<file path="src/rtl/ecc_scrub_ctrl.sv">
// Background ECC scrubber: walks addresses 0..DEPTH-1 through a req/gnt-claimed memory port,
// routes each codeword via the external Hamming decoder and writes back corrected words.
module ecc_scrub_ctrl #(
    parameter int ADDR_W = 4,
    parameter int DEPTH  = 16,
    parameter int CNT_W  = 8
) (
    input  logic              clk,
    input  logic              rst,
    input  logic              start,
    input  logic              abort,
    output logic              mem_req,
    input  logic              mem_gnt,
    output logic              mem_en,
    output logic              mem_we,
    output logic [ADDR_W-1:0] mem_addr,
    output logic [11:0]       mem_wdata,
    input  logic [11:0]       mem_rdata,
    output logic [11:0]       dec_code_out,
    input  logic [7:0]        dec_data_in,
    input  logic              dec_err_in,
    output logic [7:0]        enc_data_out,
    input  logic [11:0]       enc_code_in,
    output logic              busy,
    output logic              done,
    output logic [CNT_W-1:0]  err_count,
    output logic [ADDR_W-1:0] last_err_addr
);

    typedef enum logic [2:0] {
        S_IDLE = 3'd0,
        S_REQ  = 3'd1,
        S_RD   = 3'd2,
        S_WAIT = 3'd3,
        S_CHK  = 3'd4,
        S_WR   = 3'd5,
        S_NEXT = 3'd6,
        S_DONE = 3'd7
    } state_t;

    localparam logic [ADDR_W-1:0] LAST_ADDR = ADDR_W'(DEPTH - 1);
    localparam logic [ADDR_W-1:0] ADDR_ONE  = ADDR_W'(1);
    localparam logic [CNT_W-1:0]  CNT_ONE   = CNT_W'(1);
    localparam logic [CNT_W-1:0]  CNT_MAX   = {CNT_W{1'b1}};

    state_t              state_q, state_d;
    logic [ADDR_W-1:0]   ptr_q, ptr_d;
    logic [11:0]         rd_word_q, rd_word_d;
    logic [7:0]          wr_data_q, wr_data_d;
    logic [CNT_W-1:0]    err_cnt_q, err_cnt_d;
    logic [ADDR_W-1:0]   last_err_q, last_err_d;

    // State and datapath registers.
    always_ff @(posedge clk or posedge rst) begin
        if (rst) begin
            state_q    <= S_IDLE;
            ptr_q      <= '0;
            rd_word_q  <= 12'h000;
            wr_data_q  <= 8'h00;
            err_cnt_q  <= '0;
            last_err_q <= '0;
        end else begin
            state_q    <= state_d;
            ptr_q      <= ptr_d;
            rd_word_q  <= rd_word_d;
            wr_data_q  <= wr_data_d;
            err_cnt_q  <= err_cnt_d;
            last_err_q <= last_err_d;
        end
    end

    // Sequencing: abort is honoured only in REQ and NEXT, where no access is in flight.
    always_comb begin
        state_d    = state_q;
        ptr_d      = ptr_q;
        rd_word_d  = rd_word_q;
        wr_data_d  = wr_data_q;
        err_cnt_d  = err_cnt_q;
        last_err_d = last_err_q;
        case (state_q)
            S_IDLE: begin
                if (start) begin
                    state_d   = S_REQ;
                    ptr_d     = '0;
                    err_cnt_d = '0;
                end else begin
                    state_d = S_IDLE;
                end
            end
            S_REQ: begin
                if (abort) begin
                    state_d = S_IDLE;
                end else if (mem_gnt) begin
                    state_d = S_RD;
                end else begin
                    state_d = S_REQ;
                end
            end
            S_RD: state_d = S_WAIT;
            S_WAIT: begin
                rd_word_d = mem_rdata;
                state_d   = S_CHK;
            end
            S_CHK: begin
                if (dec_err_in) begin
                    if (err_cnt_q != CNT_MAX) begin
                        err_cnt_d = err_cnt_q + CNT_ONE;
                    end else begin
                        err_cnt_d = err_cnt_q;
                    end
                    last_err_d = ptr_q;
                    wr_data_d  = dec_data_in;
                    state_d    = S_WR;
                end else begin
                    state_d = S_NEXT;
                end
            end
            S_WR: state_d = S_NEXT;
            S_NEXT: begin
                if (ptr_q == LAST_ADDR) begin
                    state_d = S_DONE;
                end else if (abort) begin
                    state_d = S_IDLE;
                end else begin
                    ptr_d   = ptr_q + ADDR_ONE;
                    state_d = S_REQ;
                end
            end
            S_DONE:  state_d = S_IDLE;
            default: state_d = S_IDLE;
        endcase
    end

    // Moore decode of port strobes and status, so reset removes them without waiting for a clock.
    always_comb begin
        mem_req   = 1'b0;
        mem_en    = 1'b0;
        mem_we    = 1'b0;
        mem_wdata = 12'h000;
        busy      = 1'b1;
        done      = 1'b0;
        case (state_q)
            S_IDLE: busy = 1'b0;
            S_REQ:  mem_req = 1'b1;
            S_RD: begin
                mem_req = 1'b1;
                mem_en  = 1'b1;
            end
            S_WAIT: mem_req = 1'b1;
            S_CHK:  mem_req = 1'b1;
            S_WR: begin
                mem_req   = 1'b1;
                mem_en    = 1'b1;
                mem_we    = 1'b1;
                mem_wdata = enc_code_in;
            end
            S_NEXT:  mem_req = 1'b0;
            S_DONE:  done = 1'b1;
            default: busy = 1'b0;
        endcase
    end

    assign mem_addr      = ptr_q;
    assign dec_code_out  = rd_word_q;
    assign enc_data_out  = wr_data_q;
    assign err_count     = err_cnt_q;
    assign last_err_addr = last_err_q;

endmodule
</file>
<file path="config.mk">
export PLATFORM = sky130hd
export DESIGN_NAME = ecc_scrub_ctrl
export DESIGN_NICKNAME = d
export VERILOG_FILES = /design/src/rtl/ecc_scrub_ctrl.sv
export SDC_FILE = /design/constraint.sdc
export NUM_CORES = 1
export LEC_CHECK = 0
export ABC_AREA = 1
export CAP_MARGIN = 10
export CORE_ASPECT_RATIO = 1.1
export CORE_MARGIN = 4
export CORE_UTILIZATION = 37
export CTS_CLUSTER_SIZE = 25
export DETAILED_ROUTE_END_ITERATION = 10
export PLACE_DENSITY = 0.85
export SLEW_MARGIN = 20
export SYNTH_ARGS = -nofsm -noshare
export SYNTH_HDL_FRONTEND = slang
export SYNTH_SLANG_ARGS = --single-unit
</file>
<file path="constraint.sdc">
create_clock -name clk -period 1.6 [get_ports clk]
set_clock_uncertainty 0.2 [all_clocks]
set_input_delay 0.16 -clock clk [delete_from_list [all_inputs] [get_ports clk]]
set_output_delay 0.16 -clock clk [all_outputs]
set_load 0.1 [all_outputs]
</file>
[After elaboration in Yosys (flattened, before gate mapping)]
Cells that the tools add are included.
Storage, ports and cells
  word-level logic and storage cells: 51
  output and inout bits: 53
  flip-flop bits (word level): 39
  input port bits: 38
Cells by class
  eq/ne operators: 14
  $add $sub $neg: 2
  reduce and logical (&&, ||, !) cells: 8
  muxes and demuxes: 21
Operators with widths (count)
  $mux 8: 3
  $pmux 3 s8: 1
  $pmux 8 s2: 1
  $eq 3x3->1 const B: 4
  $mux 12: 1
  $mux 4: 3
  $ne 2x2->1 const B: 5
  $add 8x1->8 const B: 1
  $ne 8x8->1 const B: 1
  $pmux 4 s2: 1
  $reduce_and 4->1: 2
  $mux 1: 7
  $eq 3x2->1 const B: 2
  $mux 2: 3
  $reduce_or 5->1: 1
  $add 4x1->4 const B: 1
  $eq 4x4->1 const B: 1
  $reduce_bool 2->1: 2
  $eq 3x1->1 const B: 1
  $logic_not 3->1: 1
  $mux 3: 1
  $reduce_and 2->1: 1
  $reduce_or 2->1: 1

[Depth between registers and ports, before layout]
Gate-level depths: netlist (run 1).
  word-level depth: 4
  gate-level depth with buffers: 9
  depth with buffers taken out: 9

[Least setup slack after synthesis (run 1)]
No wires, ideal clock.
  path kind: flip-flop to output port
  start: register state_q[1]
  end: output mem_wdata[10]
  path buffers: 1
  required time: 1.240 ns
  path slack: -2.336 ns
  stages on the path, launching flop included: 7
  arrival time: 3.576 ns
  cells stage by stage: dfrtp_1 -> inv_1 -> nand2_1 -> nor2_1 -> inv_1 -> buf_2 -> nor2_1
On the way
  longest elaborated chain between the ends: 2
Ends and longest elaborated chain
  start: declaration: line 46  | state_t state_q, state_d;
  start signal: assignment: line 63  | state_q <= state_d;
  $eq 3x3->1: line 142  | case (state_q)
  $mux 12: line 142
  end: declaration: line 17  | output logic [11:0] mem_wdata,
No other way between the ends.

[Final worst setup path (run 1)]
  start: register state_q[1]
  end: output mem_req
On the way
  longest elaborated chain between the ends: 3
  elaborated cells between the ends (all ways): 7
  classes of those cells: eq/ne (5); mux (1); reduce/logical (1)
Ends and longest elaborated chain
  $eq 3x3->1, or another cell as far along: line 142
  $reduce_or 5->1 (no source line) (*)
  $mux 1 (*): line 142
  end: declaration: line 12  | output logic mem_req,
Every way passes the cells marked *; elsewhere a longest branch is shown, timed or not.

==> results of run 1 <==
==> through the flow <==
| stage | hold WS, ps | setup TNS [ps] | power [µW] | cells |
|---|---|---|---|---|
| after floorplan | 99.2 | -9630 | 5330 | 245 |
| after global placement | 318 | 0 | 7450 | 415 |
| after detailed placement | 321 | -208 | 7560 | 415 |
| after CTS | 24.3 | -4430 | 8530 | 428 |
| after global routing | 37.4 | -9390 | 8950 | 432 |
| final | 11.8 | -5610 | 8660 | 432 |
==> repair_timing <==
action | CTS | global route
endpoints found under the hold margin | 0 | 0
pin swaps | 2 | 4
setup endpoints to repair | 36 | 55
cloned | 2 | 0
resized for setup | 9 | 15
setup buffers | 3 | 4
==> power groups by stage <==
| stage | Clock [µW] | Combinational [µW] | Sequential, µW |
|---|---|---|---|
| 2_1_floorplan | 0 | 1710 | 3620 |
| 3_3_place_gp | 0 | 5780 | 1660 |
| 3_5_place_dp | 0 | 5860 | 1700 |
| 4_1_cts | 872 | 5970 | 1680 |
| 5_1_grt | 934 | 6280 | 1740 |
| 6_report | 857 | 6100 | 1710 |
==> cell type report <==
cell class	count	area, µm²
fill	301	1050
tap	72	90.1
multi-input combinational	165	1060
sequential	39	1010
clock buffer	6	82.6
timing repair inverter	1	8.76
inverter	35	143
timing repair buffer	112	1630
clock inverter	2	35.0
==> layer usage <==
metal	vias up	routed length (µm)
met4	0	201
met2	76	3530
met1	982	2380
met5	-	0
met3	17	330
li1	996	-
==> path summary, 6_finish.rpt <==
kind / from / to / slack (ps) / cells after the start
setup / recovery: state_q[1] / mem_req / -330 / 7
hold / removal: rst / err_count[2] / 10 / 3
setup reg to reg: state_q[1] / err_count[5] / -180 / 10
hold reg to reg: last_err_addr[1] / last_err_addr[1] / 340 / 2
max in group asynchronous: rst / mem_addr[0] / 960 / 3
min in group clk: dec_data_in[2] / enc_data_out[2] / 220 / 3
==> registers in the layout (all words and copies together) (netlist names) <==
| register | count |
|---|---|
| mem_addr | 4 |
| last_err_addr | 4 |
| err_count | 8 |
| dec_code_out | 12 |
| state_q | 3 |
| enc_data_out | 8 |
==> placed cells by master, fill, tap and decap left out, types with 2 or more instances in the layout <==
cell type        instances
buf_12                  55
buf_4                   19
clkbuf_8                 6
clkdlybuf4s50_1         37
dfrtp_1                 25
dfrtp_2                  8
dfrtp_4                  6
ha_4                     2
inv_1                   28
inv_2                    5
mux2_2                  11
nand2_1                 64
nand2_2                  2
nand2_4                  5
nand3_1                 20
nand3_2                  3
nand3b_1                 2
nand4_1                  2
nor2_1                  12
nor2_4                  18
nor3_1                   2
o21ai_0                  6
o21ai_1                  8
==> worst reg2reg max path, delay by kind of cell (launching register included) <==
family / cells / cell delay [ps]
buffers and inverters: 4 / 550
AND/OR/NAND/NOR: 6 / 530
flip-flops: 1 / 430
==> logic make-up after synthesis <==
family	share of synthesized area, %
AO/OA/AOI/OAI	4.31
adder cells (fa/ha/maj)	1.27
buffers and inverters	9.18
flip-flops	49.4
multiplexers	6.84
AND/OR/NAND/NOR	29.0
==> impl_summary.md, run 1 <==
Outcome
The flow ran to the end, but the final reports show violations. The final reports fail on negative setup slack.

Global routing
Summed over all layers, the global routing overflow is 0. The number of global-route vias before repair is 2,122. The met1 usage in global routing is 22.5%.

The total routing usage reported by global routing is 19.2%. The maximum number of pins on one net before global-route repair is 40. The global routing stage identified its most utilized layer as met2. The met2 usage is 34.7%. The global-route met3 utilization is 3.97%.

The first global-routing pass estimated 10,100 µm of wire. The initial antenna violation count is 0.

Timing
The slew of the pin with the lowest slew margin is 289 ps. Setup repair after global routing could not meet its margin everywhere. The final-report max-slew violation count came to 0. The hold violation count in the final report is 0.

For this run, the top clock speed supported by timing is 0.517 GHz. In this run the tightest slew margin relative to its limit is 80.6%. The final worst-path cycle share is 121%. In the post-route analysis, the smallest setup slack over all paths is -334 ps. Counting I/O delays and the setup requirement, the final critical path takes 1930 ps. Setup violations remaining at the end of the flow were counted as 46.

Placement
The worst setup slack before clock tree synthesis is -32.9 ps. Summed over all nets, the half-perimeter wirelength after detailed placement is 4550 µm. The number of input and output port buffers inserted is 90. Summing all placed instances gives a cell area of 3800 µm². The routability congestion estimate from global placement is 0.890.

Logic synthesis
In the synthesized netlist the dominant register cell turns out to be dfrtp_1. The area fraction of the dominant cell type after synthesis is 49.4%. Counting instances in the post-synthesis netlist gives the leading cell types as nand2_1 (71), dfrtp_1 (39), inv_1 (35). Ranked by total cell area, the synthesized netlist is headed by dfrtp_1 (49%), nand2_1 (13%), mux2_2 (6.8%), inv_1 (6.6%), nand3_1 (5.6%). The synthesized netlist occupies a cell area of 1980 µm². The number of nets in the synthesized netlist is 285. The synthesized design contains 0 enable-type register cells. The average cell area after synthesis is 8.06 µm². The most common cell in the synthesized netlist is nand2_1. The part of the Yosys area used for sequential elements is 49.4%. The netlist uses 24 different library cells. Counting flops with an async set or reset pin after synthesis yields a share of 100%. For this run, the number of Yosys warnings is 0. The post-synthesis cell count is 245. Synthesis inferred 39 register bits.

The synthesized design spends more area on one cell type than any other, namely dfrtp_1.

Detailed routing
Once detail routing completed, the nets flagged for antenna violations numbered 0. Before antenna repair, the detailed router went through 4 iterations. After detailed routing, the number of vias per cell comes to 4.79. The total via count after detailed routing is 2,071. The final wirelength is 6440 µm.

The average wire per cell in the routed design is 14.9 µm. The first routing iteration left 154 violations. The total DRC errors in the routed layout is 0.

CTS
Buffers inserted during clock tree synthesis total 5. The CTS tree is yes. The deepest level of the CTS H-tree is 2. The tree is rooted in a clkbuf_8.

The number of hold buffers added after cts is 0. The maximum clock insertion buffer count is 2. The clock transition time at the flip-flop clock pins of the worst setup and hold paths is 80 ps. The clock net sink count is 39. The clock latency of the later-clocked register in the worst-skew pair is 290 ps.

Worst hold path
The min-delay analysis places its worst path in the category in -> async.

Pwr
For this design the total switching power over the nets is 4660 µW. Of the total power, the share spent switching nets is 53.8%. The internal portion of the total power is 4000 µW. The combinational group share of total power is 70.4%. Dividing total power by cell area gives a power density of 2140 nW/µm².

The leakage power of the design is 0.00184 µW. The share of total power dissipated in sequential elements is 19.7%. The maximum VDD drop is 0.00139 V. The share of total power dissipated in the clock network is 9.9%.

Worst setup path
The kind of end point of the critical path is an output port. The slowest stage cell on the critical path is dfrtp_1. The cell type group with the largest total delay on the critical path is buffers and inverters. The critical path is of the reg -> out type. Traced cell by cell, the critical path runs through buf_4 > buf_6 > nand2_4 > inv_2 > buf_4 > nor2_4 > buf_12. In this design, the stage delay of the slowest critical-path cell is 430 ps. For the worst setup path, the data required time is 1240 ps. The cell occurring most often along the worst timing path is buf_4. The total buffers and inverters traversed by the critical path is 5. STA classifies the critical path startpoint as a flop.

At the worst endpoint, the arrival time is 1570 ps. The maximum fanout along the worst path is 4.

Cells and area
The number of antenna diodes in the final layout is 0. The layout net count is 399. The share of final-layout standard cells stronger than drive strength 1 is 41.9%. Once layout is complete, the utilization of the core stands at 79.4%.

The finished layout cell area is 4050 µm². The area added between synthesis and finish is 105%.

Floorplan
The top-level port count is 91. The area of the die is 6570 µm². In this run the horizontal extent of the chip is 77.7 µm. The core region is 5100 µm². The vertical extent of the die is 84.6 µm.

The floorplan has 27 rows. The initial cell density of the core is 38.7%.

Run
Max-cap violations in this run came to 0.
Power figures use the tool's default switching activity.
==> inputs of run 2 (changes only) <==
--- a/config.mk
+++ b/config.mk
@@ -10,7 +10,6 @@
 export CORE_ASPECT_RATIO = 1.1
 export CORE_MARGIN = 4
 export CORE_UTILIZATION = 37
-export CTS_CLUSTER_SIZE = 25
 export DETAILED_ROUTE_END_ITERATION = 10
 export PLACE_DENSITY = 0.85
 export SLEW_MARGIN = 20
==> results of run 2 <==
Same layout as run 1: the final DEF is identical, and so are final timing and power.
